File: src/rtl/i2c_eeprom_pkg.sv
// Shared types and constants for the AT24C64 transaction arbiter.
package i2c_eeprom_pkg;

  typedef enum logic [2:0] {
    ST_IDLE,
    ST_ISSUE,
    ST_WAIT_M,
    ST_TWR,
    ST_POLL_GAP_S,
    ST_POLL_ISSUE,
    ST_POLL_WAIT,
    ST_RESP
  } state_e;

  localparam logic [1:0] OP_WRITE = 2'b00;
  localparam logic [1:0] OP_READ  = 2'b01;
  localparam logic [1:0] OP_PROBE = 2'b10;

  localparam logic [3:0] EEPROM_DEV_TYPE    = 4'b1010;
  localparam int         DEFAULT_TWR_CYCLES = 250000;

  function automatic logic [6:0] dev_addr(input logic [2:0] sel);
    return {EEPROM_DEV_TYPE, sel};
  endfunction

endpackage

File: src/rtl/i2c_eeprom_rr_arb.sv
// Two-way round-robin grant; last_grant resets to 1 so requester 0 wins the first tie.
module i2c_eeprom_rr_arb (
  input  logic clk,
  input  logic reset_n,
  input  logic req0,
  input  logic req1,
  input  logic upd_en,
  input  logic upd_idx,
  output logic gnt_valid,
  output logic gnt_idx
);

  logic last_q;
  logic last_d;

  always_comb begin
    last_d    = last_q;
    gnt_valid = req0 | req1;
    gnt_idx   = (req0 && req1) ? ~last_q : req1;
    if (upd_en) begin
      last_d = upd_idx;
    end
  end

  always_ff @(posedge clk or negedge reset_n) begin
    if (!reset_n) begin
      last_q <= 1'b1;
    end else begin
      last_q <= last_d;
    end
  end

endmodule

File: src/rtl/i2c_eeprom_arbiter.sv
// Shares one byte-level I2C master between two requesters and holds off traffic for tWR.
// Define I2C_EEPROM_ACK_POLL_EN to replace the fixed tWR wait with ACK polling.
module i2c_eeprom_arbiter
  import i2c_eeprom_pkg::*;
#(
  parameter int          ADDR_W     = 13,
  parameter logic [2:0]  DEV_SEL    = 3'b000,
  parameter int          TWR_CYCLES = DEFAULT_TWR_CYCLES,
  parameter int          POLL_GAP   = 5000,
  parameter int          POLL_MAX   = 64
) (
  input  logic              clk,
  input  logic              reset_n,
  input  logic              req0_valid,
  input  logic              req0_we,
  input  logic [ADDR_W-1:0] req0_addr,
  input  logic [7:0]        req0_wdata,
  output logic              req0_done,
  output logic [7:0]        req0_rdata,
  output logic              req0_err,
  input  logic              req1_valid,
  input  logic              req1_we,
  input  logic [ADDR_W-1:0] req1_addr,
  input  logic [7:0]        req1_wdata,
  output logic              req1_done,
  output logic [7:0]        req1_rdata,
  output logic              req1_err,
  output logic              m_start,
  output logic [1:0]        m_op,
  output logic [6:0]        m_dev,
  output logic [ADDR_W-1:0] m_addr,
  output logic [7:0]        m_wdata,
  input  logic              m_done,
  input  logic              m_nack,
  input  logic [7:0]        m_rdata,
  output state_e            dbg_state
);

  localparam int CNT_MAX = (TWR_CYCLES > POLL_GAP) ? TWR_CYCLES : POLL_GAP;
  localparam int CNT_W   = $clog2(CNT_MAX + 1);
  localparam int PRB_W   = $clog2(POLL_MAX + 1);

  state_e            state_q, state_d;
  logic              gnt_q, gnt_d;
  logic [1:0]        op_q, op_d;
  logic [ADDR_W-1:0] addr_q, addr_d;
  logic [7:0]        wdata_q, wdata_d;
  logic              err_q, err_d;
  logic [CNT_W-1:0]  cnt_q, cnt_d;
  logic [PRB_W-1:0]  probe_q, probe_d;
  logic [7:0]        rdata0_q, rdata0_d;
  logic [7:0]        rdata1_q, rdata1_d;

  logic arb_valid;
  logic arb_idx;

  i2c_eeprom_rr_arb u_arb (
    .clk       (clk),
    .reset_n   (reset_n),
    .req0      (req0_valid),
    .req1      (req1_valid),
    .upd_en    (state_q == ST_RESP),
    .upd_idx   (gnt_q),
    .gnt_valid (arb_valid),
    .gnt_idx   (arb_idx)
  );

  always_comb begin
    state_d  = state_q;
    gnt_d    = gnt_q;
    op_d     = op_q;
    addr_d   = addr_q;
    wdata_d  = wdata_q;
    err_d    = err_q;
    cnt_d    = cnt_q;
    probe_d  = probe_q;
    rdata0_d = rdata0_q;
    rdata1_d = rdata1_q;
    unique case (state_q)
      ST_IDLE: begin
        if (arb_valid) begin
          gnt_d   = arb_idx;
          op_d    = (arb_idx ? req1_we : req0_we) ? OP_WRITE : OP_READ;
          addr_d  = arb_idx ? req1_addr : req0_addr;
          wdata_d = arb_idx ? req1_wdata : req0_wdata;
          err_d   = 1'b0;
          cnt_d   = '0;
          probe_d = '0;
          state_d = ST_ISSUE;
        end
      end
      ST_ISSUE: state_d = ST_WAIT_M;
      ST_WAIT_M: begin
        if (m_done) begin
          cnt_d = '0;
          if (m_nack) begin
            err_d   = 1'b1;
            state_d = ST_RESP;
          end else if (op_q == OP_READ) begin
            if (gnt_q) rdata1_d = m_rdata;
            else       rdata0_d = m_rdata;
            state_d = ST_RESP;
          end else begin
`ifdef I2C_EEPROM_ACK_POLL_EN
            state_d = ST_POLL_GAP_S;
`else
            state_d = ST_TWR;
`endif
          end
        end
      end
      // Counter stops at its terminal value; the state change ends the wait.
      ST_TWR: begin
        if (cnt_q == CNT_W'(TWR_CYCLES - 1)) state_d = ST_RESP;
        else                                 cnt_d   = cnt_q + CNT_W'(1);
      end
`ifdef I2C_EEPROM_ACK_POLL_EN
      ST_POLL_GAP_S: begin
        if (cnt_q == CNT_W'(POLL_GAP - 1)) begin
          op_d    = OP_PROBE;
          state_d = ST_POLL_ISSUE;
        end else begin
          cnt_d = cnt_q + CNT_W'(1);
        end
      end
      ST_POLL_ISSUE: state_d = ST_POLL_WAIT;
      ST_POLL_WAIT: begin
        if (m_done) begin
          cnt_d = '0;
          if (!m_nack) begin
            state_d = ST_RESP;
          end else if (probe_q == PRB_W'(POLL_MAX - 1)) begin
            err_d   = 1'b1;
            state_d = ST_RESP;
          end else begin
            probe_d = probe_q + PRB_W'(1);
            state_d = ST_POLL_GAP_S;
          end
        end
      end
`endif
      ST_RESP: state_d = ST_IDLE;
      default: state_d = ST_IDLE;
    endcase
  end

  always_ff @(posedge clk or negedge reset_n) begin
    if (!reset_n) begin
      state_q  <= ST_IDLE;
      gnt_q    <= 1'b0;
      op_q     <= OP_WRITE;
      addr_q   <= '0;
      wdata_q  <= '0;
      err_q    <= 1'b0;
      cnt_q    <= '0;
      probe_q  <= '0;
      rdata0_q <= '0;
      rdata1_q <= '0;
    end else begin
      state_q  <= state_d;
      gnt_q    <= gnt_d;
      op_q     <= op_d;
      addr_q   <= addr_d;
      wdata_q  <= wdata_d;
      err_q    <= err_d;
      cnt_q    <= cnt_d;
      probe_q  <= probe_d;
      rdata0_q <= rdata0_d;
      rdata1_q <= rdata1_d;
    end
  end

  // Master fields come straight from the grant latch, so they hold until m_done.
  assign m_start    = (state_q == ST_ISSUE) || (state_q == ST_POLL_ISSUE);
  assign m_op       = op_q;
  assign m_dev      = dev_addr(DEV_SEL);
  assign m_addr     = addr_q;
  assign m_wdata    = wdata_q;
  assign req0_done  = (state_q == ST_RESP) && !gnt_q;
  assign req1_done  = (state_q == ST_RESP) && gnt_q;
  assign req0_err   = req0_done && err_q;
  assign req1_err   = req1_done && err_q;
  assign req0_rdata = rdata0_q;
  assign req1_rdata = rdata1_q;
  assign dbg_state  = state_q;

endmodule
File: config.mk
export PLATFORM = sky130hd
export DESIGN_NAME = i2c_eeprom_arbiter
export DESIGN_NICKNAME = d
export VERILOG_FILES = /design/src/rtl/i2c_eeprom_pkg.sv /design/src/rtl/i2c_eeprom_rr_arb.sv /design/src/rtl/i2c_eeprom_arbiter.sv
export SDC_FILE = /design/constraint.sdc
export NUM_CORES = 1
export LEC_CHECK = 0
export BUFFER_PORTS_ARGS = -buffer_cell sky130_fd_sc_hd__buf_2
export CAP_MARGIN = 25
export CORE_ASPECT_RATIO = 0.75
export CORE_MARGIN = 2
export CORE_UTILIZATION = 43
export DETAILED_ROUTE_END_ITERATION = 10
export MAX_ROUTING_LAYER = met4
export PLACE_DENSITY_LB_ADDON = 0.25
export SYNTH_ARGS = -nofsm -noshare
export SYNTH_HDL_FRONTEND = slang
export SYNTH_SLANG_ARGS = --single-unit
File: constraint.sdc
create_clock -name clk -period 2.2 [get_ports clk]
set_input_delay 0.22 -clock clk [delete_from_list [all_inputs] [get_ports clk]]
set_output_delay 0.22 -clock clk [all_outputs]
set_load 0.02 [all_outputs]
## Word level (Yosys, flattened, before mapping)

Index checks and enable logic that the tools add are counted.
W data, S select, Z words.

- Flip-flop bits (word level): 63
- Input bits: 58
- Output and inout port bits: 54
- Word-level logic and storage cells: 62

- $add $sub $neg: 1
- Eq/ne operators: 12
- Multiplexer cells: 19
- Bitwise operators: 4
- Reduce and logical (&&, ||, !) cells: 16

Operators with widths:

| cell | number |
|---|---|
| $mux W18 | 3 |
| $pmux W18 S3 | 1 |
| $add A18 B1 Y18 const B | 1 |
| $eq A18 B18 Y1 const B | 1 |
| $mux W3 | 5 |
| $mux W13 | 1 |
| $pmux W3 S4 | 1 |
| $ne A2 B2 Y1 const B | 5 |
| $reduce_and A5 Y1 | 2 |
| $mux W8 | 1 |
| $reduce_and A4 Y1 | 2 |
| $eq A3 B2 Y1 const B | 2 |
| $eq A3 B3 Y1 const B | 2 |
| $mux W1 | 6 |
| $logic_and A1 B1 Y1 | 5 |
| $eq A3 B1 Y1 const B | 1 |
| $logic_not A3 Y1 | 1 |
| $not A1 Y1 | 3 |
| $reduce_and A3 Y1 | 1 |
| $reduce_bool A3 Y1 | 1 |
| $eq A2 B1 Y1 const B | 1 |
| $pmux W1 S2 | 1 |
| $reduce_and A2 Y1 | 1 |
| $reduce_bool A2 Y1 | 1 |
| other kinds (3) | 3 |

## Logic depth before layout (Yosys ltp)

Gate-level depths: netlist (run 1).

- Depth in word-level cells: 5
- Gate-level depth with buffers: 8
- Gate-level depth less buffers: 6

## Modules after synthesis

Synthesis (run 1) repeated with hierarchy kept, for this count alone.

- Cells, all modules: 288
- Area, all modules: 3026.7 sq um

Modules (own cells, without submodules):

| module | instances | cells each | area each (sq um) | sequential area each (sq um) |
|---|---|---|---|---|
| i2c_eeprom_arbiter | 1 | 284 | 2971.6 | 1526.5 |
| i2c_eeprom_rr_arb | 1 | 4 | 55.1 | 26.3 |

## Worst setup path before layout (run 1)

No wires, ideal clock.

- Kind: register to register
- Start point: register cnt_q[0]
- End point: register cnt_q[14]
- Setup time: 0.126 ns
- Data arrival time: 1.771 ns
- Data required time: 2.074 ns
- Slack: 0.303 ns
- Stages on the path, launching flop included: 8
- Path buffers: 1
- Cells stage by stage: dfrtp_1 -> ha_1 -> nand4_1 -> nor3_2 -> and2_4 -> a21o_4 -> buf_6 -> a221o_2

- Word-level cells in the longest chain between the ends: 3

RTL lines:

| element | RTL line | RTL |
|---|---|---|
| start: declaration | i2c_eeprom_arbiter.sv:49 | `logic [CNT_W-1:0] cnt_q, cnt_d;` |
| start signal: assignment | i2c_eeprom_arbiter.sv:166 | `cnt_q <= cnt_d;` |
| $add A18 B1 Y18 / $eq A18 B18 Y1 (equally long branches) | i2c_eeprom_arbiter.sv:115, i2c_eeprom_arbiter.sv:114 |  |
| $mux W18 / $ne A2 B2 Y1 (equally long branches) | n/a |  |
| $pmux W18 S3 / $reduce_and A4 Y1 (equally long branches) | n/a |  |

Parallel ways exist; a longest one is shown, timed or not. The select of a mux whose other input is x is not followed.
A chain may end at the register's enable or synchronous reset.

## Final worst setup path (run 1)

- Start point: register cnt_q[0]
- End point: register cnt_q[7]

Same word-level chain as after synthesis.

==> results of run 1 <==
-- cell families (layout without fill, tap and decap cells) --
logic type	count (synthesis)	count (layout)	synth area share [%]
flip-flops	62	62	50.7
AO/OA/AOI/OAI	63	63	13.6
buffers and inverters	27	131	5.55
other	2	8	0.245
multiplexers	40	40	13.8
adder cells (fa/ha/maj)	1	1	0.408
XOR/XNOR	1	1	0.286
AND/OR/NAND/NOR	91	91	15.4
-- sequential cells by signal (all words and copies together) (netlist names) --
| register | cells |
|---|---|
| req1_rdata | 8 |
| u_arb.last_q | 1 |
| gnt_q | 1 |
| m_op | 1 |
| cnt_q | 18 |
| m_addr | 13 |
| err_q | 1 |
| m_wdata | 8 |
| dbg_state | 3 |
| req0_rdata | 8 |
-- worst max-delay path, stage by stage (launching register included) --
cell and delay, ns:
dfrtp_1 0.42, ha_1 0.26, nand4_1 0.26, nor3_2 0.10
and2_4 0.19, a21o_4 0.25, a221o_2 0.40
-- how the worst max path moves through the flow --
stage                         startpoint                     to  slack, ns  cells past startpoint
floorplan           cnt_q[0]$_DFFE_PN0P_  cnt_q[14]$_DFFE_PN0P_       0.30                      7
global placement    cnt_q[0]$_DFFE_PN0P_  cnt_q[14]$_DFFE_PN0P_       0.28                      6
detailed placement  cnt_q[0]$_DFFE_PN0P_   cnt_q[7]$_DFFE_PN0P_       0.23                      6
CTS                 cnt_q[0]$_DFFE_PN0P_   cnt_q[7]$_DFFE_PN0P_       0.22                      6
global route        cnt_q[0]$_DFFE_PN0P_  cnt_q[14]$_DFFE_PN0P_       0.08                      6
finish              cnt_q[0]$_DFFE_PN0P_   cnt_q[7]$_DFFE_PN0P_       0.20                      6
-- layout by cell type, fill, tap and decap left out, types with 3 or more instances in the layout --
cell type / instances
nor3_1: 9
inv_1: 4
a211o_2: 3
a221o_2: 3
nor4_1: 3
clkinv_2: 4
a21oi_1: 3
buf_4: 4
and2_1: 3
nand2_1: 30
nand3_1: 11
nor2_1: 12
buf_2: 103
buf_12: 3
conb_1: 8
mux2i_1: 21
nand4_1: 6
o21ai_0: 37
clkbuf_8: 9
dfrtp_1: 61
mux2_2: 19
-- routing by layer --
layer  GRT usage (%)  vias to the layer above  share of wire [%]
met5               -                        -                  0
met4            6.89                        0                1.6
met3            5.10                       12                6.9
met2            27.9                      109                 44
met1            25.5                     1133                 48
li1                -                     1231                  -
-- stage by stage --
stage               area (um2)  total power, mW
floorplan                 3090             3.19
CTS                       3860             4.80
detailed placement        3660             3.83
finish                    3860             4.75
global route              3860             5.10
global placement          3660             3.78
-- area by class of cell --
| cell class | count | area [um2] |
|---|---|---|
| Sequential cell | 62 | 1550 |
| Tap cell | 98 | 123 |
| Clock buffer | 9 | 124 |
| Timing Repair Buffer | 111 | 616 |
| Inverter | 4 | 15.0 |
| Multi-Input combinational cell | 204 | 1370 |
| Fill cell | 634 | 3000 |
| Clock inverter | 7 | 65.1 |
-- power by group --
| group | total, mW | switching, mW | internal (mW) | leakage, nW |
|---|---|---|---|---|
| sequential | 1.85 | 0.294 | 1.56 | 0.795 |
| combinational | 1.94 | 1.19 | 0.747 | 1.09 |
| clock | 0.958 | 0.444 | 0.514 | 0.0948 |
-- timing repair --
action / 4_1_cts / 5_1_grt
endpoints found under the hold margin: 30 / 0
hold buffers: 1 / 0
setup buffers: 0 / 0
setup endpoints to repair: 0 / 0
==> results.sh, run 1 <==
export IMPL_cts_resized=0
export IMPL_crit_fanout=12
export IMPL_die_area_um2=7820
export IMPL_clkLatencyLatePin_ns=0.34
export IMPL_worstSetupStartpointType="register"
export IMPL_yosysMostFrequentCell="dfrtp_1"
export IMPL_rsz0062_at_grt="false"
export IMPL_p_leak_nw=1.98
export IMPL_htree_levels=3
export IMPL_hold_viol=0
export IMPL_grt_antenna_before_repair=0
export IMPL_hpwl_mm=4.97
export IMPL_groute_usage_overall_pct=19.1
export IMPL_cap_violations=0
export IMPL_area_delta_synth_final_pct=26.1
export IMPL_maxSlewHeadroom_pct=50.9
export IMPL_port_buffers=103
export IMPL_synth_edf_count=0
export IMPL_cts_sinks=62
export IMPL_min_path_type="in -> reg"
export IMPL_place_ws_ns=0.229
export IMPL_fmax_mhz=501
export IMPL_seq_area_frac_synth_pct=50.7
export IMPL_end_kind="register"
export IMPL_synth_common_cells="dfrtp_1 (61), o21ai_0 (37), nand2_1 (30)"
export IMPL_r2r_end="cnt_q[7]$_DFFE_PN0P_"
export IMPL_hold_path_depth=2
export IMPL_ctsRootBufferMaster="clkbuf_8"
export IMPL_rows=26
export IMPL_timing_hold_ws_ns=0.119
export IMPL_synthCells=287
export IMPL_netlist_area_leader_share_pct=49.8
export IMPL_worst_slack_ns=0.204
export IMPL_drive_gt1_share_pct=42.6
export IMPL_vias=2485
export IMPL_clk_pin_slew_ns=0.07
export IMPL_yosysWarnings=0
export IMPL_power_density_nw_per_um2=1230
export IMPL_rrSetupSlack_ns=0.20
export IMPL_setup_tns_ns=0
export IMPL_worst_slew_pin_slew_ns=0.736
export IMPL_timing_rr_start="cnt_q[0]$_DFFE_PN0P_"
export IMPL_hold_start="m_rdata[7]"
export IMPL_worstSetupPathType="reg -> reg"
export IMPL_first_iter_violations=94
export IMPL_avgSynthCellArea_um2=10.7
export IMPL_start_util_pct=44.6
export IMPL_antenna_cells=0
export IMPL_finalNonFillerCells=495
export IMPL_status="complete, no violations"
export IMPL_ys_flop_type="dfrtp_1"
export IMPL_place_gp_congestion=0.853
export IMPL_ys_types=51
export IMPL_async_flop_share_pct=100
export IMPL_cts_made_buffers=9
export IMPL_drc=0
export IMPL_whs_endpoint="req1_rdata[7]$_DFFE_PN0P_"
export IMPL_fp_dieH_um=77.1
export IMPL_grt_pass1_vias=2404
export IMPL_synth_largest_area_cell="dfrtp_1"
export IMPL_cp_required_ns=2.42
export IMPL_dr_pass1_iters=4
export IMPL_period_needed_ns=2.00
export IMPL_nets=451
export IMPL_finalClockSkew_ns=0.00444
export IMPL_clockBufferDepth=2
export IMPL_cts_tree="done"
export IMPL_wl_per_cell_um=13.3
export IMPL_core_area_um2=6860
export IMPL_grt_ovfl_total=0
export IMPL_setup_violations_final=0
export IMPL_ioPinCount=112
export IMPL_die_x_um=101
export IMPL_utilization_pct=56.3
export IMPL_wl_mm=6.58
export IMPL_ff2ff_path_depth=6
export IMPL_fin_crit_sh_pct=90.7
export IMPL_place_inst=478
export IMPL_syn_area_um2=3060
export IMPL_drv_slew=0
export IMPL_vias_per_cell=5.02
export IMPL_worstPathArrival_ns=2.22
export IMPL_grt_pass1_wl_mm=11.3
export IMPL_drtAntennaViolNets=0
export IMPL_ys_top_cells_by_area="dfrtp_1 (50%), mux2_2 (7.0%), mux2i_1 (6.9%)"
export IMPL_grt_max_degree=34
export IMPL_ys_ff_latch=62
export IMPL_peakVddDrop_mv=0.568
Power figures use the tool's default switching activity.
==> inputs of run 2 (changes only) <==
--- a/config.mk
+++ b/config.mk
@@ -15,4 +15,5 @@
 export PLACE_DENSITY_LB_ADDON = 0.25
 export SYNTH_ARGS = -nofsm -noshare
 export SYNTH_HDL_FRONTEND = slang
+export SYNTH_HIERARCHICAL = 1
 export SYNTH_SLANG_ARGS = --single-unit
==> run 2 against run 1 <==
  * Clock power is 7.8% lower
  * Critical path type unchanged
  * Critical path depth is 2 lower
  * Final cell count is 1.0% lower
  * Synthesized area is 1.2% lower
  * Largest cell class unchanged
  * Design area is 0.58% lower
  * Via count is 3.5% higher
  * Clock skew is 0.0029 ns higher
==> results.sh, run 2 <==
export IMPL_status="complete, no violations"
export IMPL_wl_mm=6.93
export IMPL_cts_setup_buffers=0
export IMPL_area_delta_synth_final_pct=26.9
export IMPL_timing_hold_ws_ns=0.117
export IMPL_grt_pass1_vias=2405
export IMPL_cp_required_ns=2.43
export IMPL_r2r_end="req0_rdata[4]$_DFFE_PN0P_"
export IMPL_power_mw=4.78
export IMPL_layout_common_cells="buf_2 (103), dfrtp_1 (61), nor2_1 (32)"
export IMPL_internal_power_mw=2.77
export IMPL_ff2ff_path_depth=4
export IMPL_clkLatencyLatePin_ns=0.34
export IMPL_antenna_cells=0
export IMPL_wl_per_cell_um=14.1
export IMPL_ys_flop_type="dfrtp_1"
export IMPL_ys_types=46
export IMPL_async_flop_share_pct=100
export IMPL_hold_path_depth=2
export IMPL_grt_antenna_before_repair=0
export IMPL_swShare_pct=42.2
export IMPL_seqPwrFrac_pct=37.9
export IMPL_end_kind="register"
export IMPL_vias=2571
export IMPL_setup_violations_final=0
export IMPL_hpwl_mm=5.19
export IMPL_ctsRootBufferMaster="clkbuf_8"
export IMPL_hold_start="m_rdata[0]"
export IMPL_cap_violations=0
export IMPL_core_area_um2=6800
export IMPL_fmax_mhz=529
export IMPL_drtAntennaViolNets=0
export IMPL_maxSlewHeadroom_pct=60.9
export IMPL_yosysMostFrequentCell="dfrtp_1"
export IMPL_fp_dieH_um=76.7
export IMPL_drv_slew=0
export IMPL_die_area_um2=7730
export IMPL_clockBufferDepth=2
export IMPL_clockPowerShare_pct=18.5
export IMPL_dr_pass1_iters=4
export IMPL_fin_area_um2=3840
export IMPL_ys_ff_latch=62
export IMPL_nets=460
export IMPL_grt_max_degree=33
export IMPL_place_gp_congestion=0.913
export IMPL_seq_area_frac_synth_pct=51.3
export IMPL_p_leak_nw=1.91
export IMPL_worstSetupPathType="reg -> reg"
export IMPL_crit_fanout=8
export IMPL_synth_largest_area_cell="dfrtp_1"
export IMPL_synth_edf_count=0
export IMPL_groute_usage_overall_pct=19.7
export IMPL_worstPathArrival_ns=2.12
export IMPL_netlist_area_leader_share_pct=50.4
export IMPL_port_buffers=103
export IMPL_peakVddDrop_mv=0.683
export IMPL_grt_ovfl_total=0
export IMPL_ioPinCount=112
export IMPL_dpl_instance_area_um2=3660
export IMPL_synth_common_cells="dfrtp_1 (61), nor2_1 (33), nand2_1 (26)"
export IMPL_vias_per_cell=5.25
export IMPL_layout_commonest_cell="buf_2"
export IMPL_hold_viol=0
export IMPL_cts_tree="done"
export IMPL_power_density_nw_per_um2=1250
export IMPL_die_x_um=101
export IMPL_worstSetupStartpointType="register"
export IMPL_start_util_pct=44.5
export IMPL_htree_levels=3
export IMPL_comb_power_share_pct=43.6
export IMPL_drc=0
export IMPL_cts_sinks=62
export IMPL_fin_crit_sh_pct=85.9
export IMPL_syn_area_um2=3030
export IMPL_regMostFlops="cnt_q"
export IMPL_cts_resized=0
export IMPL_rows=26
export IMPL_yosysWarnings=6
export IMPL_cts_made_buffers=9
export IMPL_largest_register_ff_count=18
export IMPL_rsz0062_at_grt="false"
export IMPL_min_path_type="in -> reg"
export IMPL_rrSetupSlack_ns=0.31
export IMPL_avgSynthCellArea_um2=10.5
export IMPL_timing_rr_start="dbg_state[2]$_DFFE_PN0P_"
export IMPL_clk_pin_slew_ns=0.07
export IMPL_whs_endpoint="req0_rdata[0]$_DFFE_PN0P_"
export IMPL_cts_hold_fix_buffers=1
export IMPL_switchingPower_mw=2.02
export IMPL_period_needed_ns=1.89
export IMPL_drive_gt1_share_pct=39.4
export IMPL_grt_pass1_wl_mm=11.6
export IMPL_ys_top_cells_by_area="dfrtp_1 (50%), mux2i_1 (7.3%), mux2_2 (6.7%)"
export IMPL_finalClockSkew_ns=0.00731
export IMPL_setup_tns_ns=0
export IMPL_first_iter_violations=138
export IMPL_synthCells=288
export IMPL_utilization_pct=56.5
export IMPL_worst_slew_pin_slew_ns=0.583
## run 2: cell count changes after synthesis, moves of 4 or more
cell	delta
nor2_1	+21
and3_1	+7
nor3_1	-6
nand2_1	-4
a21oi_1	+22
o21ai_0	-25
o311ai_0	+4
## run 2: how the worst max path moves through the flow
stage,end,slack [ns],start,cells past startpoint
finish,req0_rdata[4]$_DFFE_PN0P_,0.31,dbg_state[2]$_DFFE_PN0P_,4
floorplan,req0_rdata[0]$_DFFE_PN0P_,0.46,dbg_state[2]$_DFFE_PN0P_,4
CTS,req0_rdata[4]$_DFFE_PN0P_,0.31,dbg_state[2]$_DFFE_PN0P_,4
global placement,req0_rdata[4]$_DFFE_PN0P_,0.39,dbg_state[2]$_DFFE_PN0P_,4
detailed placement,req0_rdata[4]$_DFFE_PN0P_,0.32,dbg_state[2]$_DFFE_PN0P_,4
global route,req0_rdata[2]$_DFFE_PN0P_,0.16,dbg_state[2]$_DFFE_PN0P_,4
## run 2: layer usage
metal	track usage (%)	up-vias	wire length, um	part of all wire, %
met1	26.7	1216	3220	47
met3	5.74	11	487	7.0
met2	28.9	96	3130	45
met4	5.75	0	91	1.3
li1	-	1248	-	-
met5	-	-	0	0
## run 2: area by class of cell
type / count / area, um2
timing repair buffer: 115 / 621
clock buffer: 9 / 124
sequential: 62 / 1550
fill: 609 / 2960
clock inverter: 7 / 48.8
tap: 84 / 105
multi-input combinational: 212 / 1390
inverter: 1 / 3.75
## run 2: cells by family (layout without fill, tap and decap cells)
family                     Yosys count  in the layout  synth area share [%]
and+or+nand+nor                    103            103                  17.1
DFF                                 62             62                  51.3
AOI/OAI and AO/OA                   59             59                  12.4
muxes                               41             41                  14.5
buffers and inverters               20            132                  4.13
other                                2              8                 0.248
adders and majority gates            1              1                 0.413
## run 2: metrics by stage
step                cells  setup WS (ns)
finish                490          0.309
global route          490          0.156
CTS                   490          0.308
detailed placement    473          0.315
global placement      473          0.386
floorplan             294          0.460
## run 2: critical path: stages (launching register included)
cell and delay [ns]:
dfrtp_1 0.48, nor2_1 0.23, nand2_1 0.14, nor4_4 0.53, mux2_2 0.40
## run 2: power by group through the flow
stage | clock network (mW) | logic, mW | registers (mW)
final | 0.883 | 2.09 | 1.82
after global routing | 0.987 | 2.27 | 1.88
after CTS | 0.921 | 2.10 | 1.82
after detailed placement | 0 | 2.10 | 1.84
after global placement | 0 | 2.06 | 1.82
after floorplan | 0 | 0.995 | 2.21
